[src/rtl/obi_ram_port.sv]
// -----------------------------------------------------------------------------
// obi_ram_port
//
// Upstream adapter between a core-side OBI-style request/grant/rvalid bus and
// one port of the byte-enabled SRAM. The SRAM returns read data exactly one
// cycle after ram_en_o, so the block keeps a one-deep "in flight" stage and a
// small response FIFO that absorbs responses while the consumer stalls.
// Responses leave in request order.
//
// Optional feature macro: OBI_RAM_ERR_EN
//   defined   : out-of-range word addresses (>= MEM_WORDS) and writes with no
//               byte enables are answered with err_o=1 and never reach the SRAM
//   undefined : no checks, every accepted request goes to the SRAM with the
//               word address truncated to ADDR_WIDTH; err_o is always 0
//
// Ports
//   clk, rst_ni       clock (rising edge), asynchronous active-low reset
//   req_i / gnt_o     request handshake; gnt_o is combinational
//   addr_i            byte address, bits [1:0] ignored
//   we_i, be_i        write enable, byte enables
//   wdata_i           write data
//   rvalid_o/rready_i response handshake
//   rdata_o, err_o    response payload
//   ram_*_o           SRAM strobes, driven combinationally in the accept cycle
//   ram_rdata_i       SRAM read data, valid the cycle after ram_en_o
// -----------------------------------------------------------------------------
module obi_ram_port #(
    parameter int unsigned ADDR_WIDTH = 10,
    parameter int unsigned NUM_COL    = 4,
    parameter int unsigned COL_WIDTH  = 8,
    parameter int unsigned DATA_WIDTH = NUM_COL * COL_WIDTH,
    parameter int unsigned MEM_WORDS  = 1024,
    parameter int unsigned RSP_DEPTH  = 2
) (
    input  logic                  clk,
    input  logic                  rst_ni,
    input  logic                  req_i,
    output logic                  gnt_o,
    input  logic [ADDR_WIDTH+1:0] addr_i,
    input  logic                  we_i,
    input  logic [NUM_COL-1:0]    be_i,
    input  logic [DATA_WIDTH-1:0] wdata_i,
    output logic                  rvalid_o,
    input  logic                  rready_i,
    output logic [DATA_WIDTH-1:0] rdata_o,
    output logic                  err_o,
    output logic                  ram_en_o,
    output logic                  ram_we_o,
    output logic [NUM_COL-1:0]    ram_be_o,
    output logic [ADDR_WIDTH-1:0] ram_addr_o,
    output logic [DATA_WIDTH-1:0] ram_wdata_o,
    input  logic [DATA_WIDTH-1:0] ram_rdata_i
);

    localparam int unsigned PTR_W = (RSP_DEPTH > 1) ? $clog2(RSP_DEPTH) : 1;
    localparam int unsigned CNT_W = $clog2(RSP_DEPTH + 1);

    logic [ADDR_WIDTH-1:0] word_addr;
    logic                  accept;
    logic                  acc_err;

    logic                  inflight_q;
    logic                  infl_err_q;
    logic                  infl_we_q;

    logic [DATA_WIDTH-1:0] pay_data;
    logic                  pay_err;

    logic [DATA_WIDTH-1:0] fifo_data [RSP_DEPTH];
    logic                  fifo_err  [RSP_DEPTH];
    logic [PTR_W-1:0]      wr_ptr_q;
    logic [PTR_W-1:0]      rd_ptr_q;
    logic [CNT_W-1:0]      fifo_cnt_q;
    logic                  fifo_empty;
    logic                  push;
    logic                  pop;
    logic [CNT_W-1:0]      outstanding;

    logic                  unused_addr_lsb;

    assign unused_addr_lsb = ^addr_i[1:0];
    assign word_addr       = addr_i[ADDR_WIDTH+1:2];

    // ---------------------------------------------------------------- request
    // Credit counts both the in-flight access and buffered responses; a pop in
    // the current cycle does not free a slot until the next cycle.
    assign outstanding = CNT_W'(inflight_q) + fifo_cnt_q;
    assign gnt_o       = req_i & (outstanding < CNT_W'(RSP_DEPTH));
    assign accept      = req_i & gnt_o;

`ifdef OBI_RAM_ERR_EN
    assign acc_err = ({1'b0, word_addr} >= (ADDR_WIDTH+1)'(MEM_WORDS))
                   | (we_i & (be_i == '0));
`else
    localparam int unsigned unused_mem_words = MEM_WORDS;
    assign acc_err = 1'b0;
`endif

    assign ram_en_o    = accept & ~acc_err;
    assign ram_we_o    = ram_en_o & we_i;
    assign ram_be_o    = ram_en_o ? be_i : '0;
    assign ram_addr_o  = word_addr;
    assign ram_wdata_o = wdata_i;

    // ------------------------------------------------------------ stage reg
    always_ff @(posedge clk or negedge rst_ni) begin
        if (!rst_ni) begin
            inflight_q <= 1'b0;
            infl_err_q <= 1'b0;
            infl_we_q  <= 1'b0;
        end else begin
            inflight_q <= accept;
            infl_err_q <= accept & acc_err;
            infl_we_q  <= accept & we_i;
        end
    end

    // Payload of the access issued last cycle; only reads carry SRAM data.
    assign pay_err  = infl_err_q;
    assign pay_data = (infl_err_q | infl_we_q) ? '0 : ram_rdata_i;

    // ----------------------------------------------------------- resp FIFO
    assign fifo_empty = (fifo_cnt_q == '0);
    assign pop        = ~fifo_empty & rready_i;
    // Once something is buffered the in-flight payload must queue behind it to
    // keep order, even if the consumer is ready.
    assign push       = inflight_q & (~fifo_empty | ~rready_i);

    always_ff @(posedge clk or negedge rst_ni) begin
        if (!rst_ni) begin
            wr_ptr_q   <= '0;
            rd_ptr_q   <= '0;
            fifo_cnt_q <= '0;
        end else begin
            if (push) begin
                wr_ptr_q <= (wr_ptr_q == PTR_W'(RSP_DEPTH - 1)) ? '0 : wr_ptr_q + PTR_W'(1);
            end
            if (pop) begin
                rd_ptr_q <= (rd_ptr_q == PTR_W'(RSP_DEPTH - 1)) ? '0 : rd_ptr_q + PTR_W'(1);
            end
            case ({push, pop})
                2'b10:   fifo_cnt_q <= fifo_cnt_q + CNT_W'(1);
                2'b01:   fifo_cnt_q <= fifo_cnt_q - CNT_W'(1);
                default: fifo_cnt_q <= fifo_cnt_q;
            endcase
        end
    end

    always_ff @(posedge clk) begin
        if (push) begin
            fifo_data[wr_ptr_q] <= pay_data;
            fifo_err[wr_ptr_q]  <= pay_err;
        end
    end

    // --------------------------------------------------------------- output
    always_comb begin
        rvalid_o = 1'b0;
        rdata_o  = '0;
        err_o    = 1'b0;
        if (!fifo_empty) begin
            rvalid_o = 1'b1;
            rdata_o  = fifo_data[rd_ptr_q];
            err_o    = fifo_err[rd_ptr_q];
        end else if (inflight_q) begin
            rvalid_o = 1'b1;
            rdata_o  = pay_data;
            err_o    = pay_err;
        end
    end

endmodule

[config.mk]
export PLATFORM = sky130hd
export DESIGN_NAME = obi_ram_port
export DESIGN_NICKNAME = d
export VERILOG_FILES = /design/src/rtl/obi_ram_port.sv
export SDC_FILE = /design/constraint.sdc
export NUM_CORES = 1
export LEC_CHECK = 0
export CORE_MARGIN = 4
export CORE_UTILIZATION = 42
export CTS_BUF_LIST = sky130_fd_sc_hd__clkbuf_8
export DETAILED_ROUTE_END_ITERATION = 8
export GPL_ROUTABILITY_DRIVEN = 1
export GPL_TIMING_DRIVEN = 0
export PLACE_DENSITY = 0.82
export SYNTH_ARGS = -nofsm -noshare
export SYNTH_HDL_FRONTEND = slang
export SYNTH_SLANG_ARGS = --single-unit
[constraint.sdc]
create_clock -name clk -period 3.7 [get_ports clk]
set_input_delay 0.74 -clock clk [delete_from_list [all_inputs] [get_ports clk]]
set_output_delay 0.74 -clock clk [all_outputs]
set_load 0.005 [all_outputs]
# Word level (Yosys, flattened, before mapping)
# Memories as Yosys holds them, arrays and structs flattened.
# Cells that the tools add are included.
# W data, S select, Z words.
# totals
word_cells	36
register_bits	6
n_memories	1
input_bits	85
out_inout_bits	83
ramBits	64
# op_classes
n_reduce_logical	2
n_bitwise	8
magnitude_cmp	1
n_eq_ne	2
n_mux	12
n_addsub	5
# mem_list
memory	words	word_bits	read_ports	rd_clocked_by_memory_dff	write_ports	line_no	rtl
fifo_data	2	32	1	0	1	69	logic [DATA_WIDTH-1:0] fifo_data [RSP_DEPTH];
# op_table
op	count
$mux W32	3
$mux W1	7
$and A1 B1 Y1	5
$mux W4	1
$pmux W2 S2	1
$add A1 B1 Y1 const B	2
$add A1 B2 Y2	1
$add A2 B1 Y2 const B	1
$eq A2 B1 Y1 const B	1
$eq A2 B2 Y1 const B	1
$logic_not A2 Y1	1
$lt A2 B2 Y1 const B	1
$not A1 Y1	2
$reduce_bool A2 Y1	1
$sub A2 B1 Y2 const B	1
$or A1 B1 Y1	1

# Longest topological paths before layout
# logic_depth
ltp_word	6
depth_mapped	7
ltp_nobuf	6

# Worst setup path before layout
# OpenSTA, ideal clock, no wires.
# synth_path
path_kind	input port to flip-flop
start	input port rready_i
end	memory fifo_data[0][0] (netlist bit) (enable)
n_path_buf	0
setup_ns	0.421
stages	2
slack_ns	0.956
arrival_time_ns	2.323
cell_sequence	a21bo_4 -> nor2_1
# synth_between
elab_chain_len	5
# synth_lines
element	line_no	rtl
start: declaration	44	input logic rready_i,
$not A1 Y1	127	assign push = inflight_q & (~fifo_empty | ~rready_i);
$or A1 B1 Y1	127	
$and A1 B1 Y1	127	
$mux W1	150	if (push) begin
$mux W1	--	
end: declaration	69	
# No other way between the ends.

# Final worst setup path
# layout_path
start	input port ram_rdata_i[21]
end	output port rdata_o[21]
# layout_between
elab_chain_len	3
# layout_lines
element	line_no	rtl
start: declaration	52	input logic [DATA_WIDTH-1:0] ram_rdata_i
$mux W32	120	assign pay_data = (infl_err_q | infl_we_q) ? '0 : ram_rdata_i;
named net pay_data[21]	66	logic [DATA_WIDTH-1:0] pay_data;
$mux W32	165	end else if (inflight_q) begin
$mux W32	161	if (!fifo_empty) begin
end: declaration	45	output logic [DATA_WIDTH-1:0] rdata_o,
# The timed path passes the listed nets, and every way through them passes these cells.

==> impl_metrics.ini <==
[worst_setup_path]
critical_path_class = input pin to output port
arrival_ns = 2.19
rr_worst_depth = 4
required_ns = 2.96
r2r_start = fifo_cnt_q[0]
critPathTopFamily = buffers and inverters
r2r_setup_slack_ns = 1.60
critPathSlowestCell = clkdlybuf4s50_1
start_kind = input pin
crit_chain = clkdlybuf4s50_1 -> nor2b_1 -> nand3_1 -> o21ai_0 -> clkdlybuf4s50_1
crit_buf_inv = 2
crit_end = rdata_o[21]
slowest_delay_ns = 0.54
critical_path_depth = 5
end_kind = output port
worstPathMaxFanout = 3
crit_path_start = ram_rdata_i[21]
path_common_cell = clkdlybuf4s50_1
worst_r2r_endpoint = fifo_data[0][15]

[synthesis]
synth_most_common_cell = edfxtp_1
synth-main-ff-cell = edfxtp_1
ys_ff_latch = 70
yosysWarnings = 0
ys_types = 29
synthArstFlopShare_pct = 8.571
syn-num-nets = 369
syn-cell-area_um2 = 3551
syn_area_per_cell_um2 = 12.55
synth.largest_area_cell = edfxtp_1
synthTopCellsByArea = edfxtp_1 54%, buf_4 10%, mux2i_1 9.0%
synth_enable_flop_cells = 64
synth_cells = 283
synth_top_area_share_pct = 54.12
synth_commonest_cells = 64 x edfxtp_1, 49 x buf_4, 32 x mux2i_1, 32 x nand3_1, 32 x o21ai_0
seq_area_frac_synth_pct = 58.35

[timing]
timing.clock.skew_ns = 0.01088
min_period_over_period_pct = 79.25
max_freq_ghz = 0.3410
finalSetupViolCount = 0
min_period_ns = 2.932
whs_ns = 0.5607
hold_viol_final = 0
worst_pin_slew_ns = 0.9724
rsz0062_at_grt = no
final_max_slew_viol_count = 0
slew_headroom_pct = 35.02

[layout]
antenna_cells = 0
final_util_pct = 62.17
drive_gt1_share_pct = 18.29
fill_cells = 651
area_growth_pct = 43.87
nNetsFinal = 502
final_area_um2 = 5109

[routing]
routedWlPerCell_um = 15.54
drc_errors = 0
ant_nets = 0
wl_mm = 8.174
first_iter_violations = 87
viasPerCell = 4.819
drtPass1Iterations = 4
via_count = 2535

[die]
die_area_um2 = 9990
row_count = 33
ios = 168
initial_core_util_pct = 43.22
coreArea_um2 = 8217
die_h_um = 99.95
die_w_um = 99.95

[run]
maxCapViolCount = 0

[placement]
dp_hpwl_mm = 5.954
portBuffers = 122
place.gp.congestion = 0.7328
placed_area_um2 = 4918

[pwr]
power.density_nw_per_um2 = 652.4
p_leak_nw = 1.965
pwr-share-seq_pct = 34.8
p_switching_w = 0.001076
p_sw_share_pct = 32.27
pwr-share-comb_pct = 47.5
ir_worst_vdd_mv = 0.3266
report.power.total_w = 0.003333
p_int_w = 0.002257
p_clk_share_pct = 17.6

[clock_network]
cts_tree = done
cts_sinks = 70
cts_resized = 0
path_clk_slew_ns = 0.07
hold_buffers = 0
clkLatencyLatePin_ns = 0.34
numCtsBuffers = 9
post_cts_buffers = 0
cts-root-buf = clkbuf_8
cts.path.max_buffers = 2
cts_htree_levels = 3

[hold_path]
hp-class = flip-flop to flip-flop
whs_path_depth = 1

[grt]
grt_pass1_wl_mm = 12.66
grt_pass1_vias = 2663
grt_max_degree = 33
antenna_found_initial = 0
overflow = 0
grtUsageTotal_pct = 16.27

[status]
outcome = completed
[cells in the final DEF (no fill, tap or decap), drive strengths merged, types with 3 or more instances in the layout]
cell and count:
mux2i 32, and2b 18, nor2 4, and2 5, nor2b 15, clkdlybuf4s50 122, dfrtp 6, nand3 32
clkinv 5, clkbuf 16, o21ai 32, edfxtp 64, buf 55, xnor2 3
[sequential cells by signal, indices dropped and copies added (netlist names)]
register	count
infl_we_q	1
inflight_q	1
fifo_data	64
rd_ptr_q	1
wr_ptr_q	1
fifo_cnt_q	2
[how the worst min path moves through the flow]
stage / from / endpoint / slack, ns
2_1_floorplan: rst_ni / fifo_cnt_q[0] / 0.44
3_3_place_gp: wr_ptr_q / wr_ptr_q / 0.51
3_5_place_dp: fifo_cnt_q[1] / fifo_cnt_q[1] / 0.55
4_1_cts: fifo_cnt_q[1] / fifo_cnt_q[1] / 0.56
5_1_grt: fifo_cnt_q[1] / fifo_cnt_q[1] / 0.60
6_report: fifo_cnt_q[1] / fifo_cnt_q[1] / 0.56
[through the flow]
step           setup slack (ns)  instances  setup TNS [ns]
2_1_floorplan            0.9564        283               0
3_3_place_gp            -0.2813        510          -17.88
3_5_place_dp             0.7841        510               0
4_1_cts                  0.7790        526               0
5_1_grt                  0.6779        526               0
6_report                 0.7676        526               0
[layout make-up]
cell class                      count  area (µm²)  area share (%)
Multi-Input combinational cell    150        1050           20.55
Clock buffer                        9       123.9           2.425
Inverter                            1       3.754         0.07348
Tap cell                          105       131.4           2.572
Timing Repair Buffer              122        1221           23.90
Clock inverter                      7       66.31           1.298
Sequential cell                    70        2072           40.56
Buffer                             62       440.4           8.621
[routing by layer]
layer  global-route usage (%)  vias to the layer above  wire length [µm]  share of wire, %
li1                         -                     1222                 -                 -
met2                    28.32                      104              4224                52
met1                    19.29                     1195              3217                39
met3                    3.822                       14               587               7.2
met4                    6.723                        0               144               1.8
met5                        0                        -                 0                 0
[logic make-up after synthesis]
kind of cell | after synthesis | share of synthesized area, %
adder cells (fa/ha/maj) | 1 | 0.3523
flip-flops | 70 | 58.35
buffers and inverters | 63 | 12.51
AND/OR/NAND/NOR | 76 | 12.90
multiplexers | 32 | 9.021
AO/OA/AOI/OAI | 35 | 5.321
XOR/XNOR | 5 | 1.445
other | 1 | 0.1056
[power by group through the flow]
stage	Sequential (W)	Combinational, W	Clock, W
floorplan	0.00116	0.000819	0
global placement	0.00117	0.00158	0
detailed placement	0.00118	0.00161	0
CTS	0.00116	0.00162	0.000599
global route	0.00118	0.00173	0.000635
finish	0.00116	0.00158	0.000587
[worst register-to-register path: stages, from the launching register on]
cell and delay, ns:
dfrtp_1 0.47, nor2_2 0.10, buf_6 0.16, a21bo_4 0.25
nor2_4 0.74
Note: power is estimated with default switching activity, not from simulation.
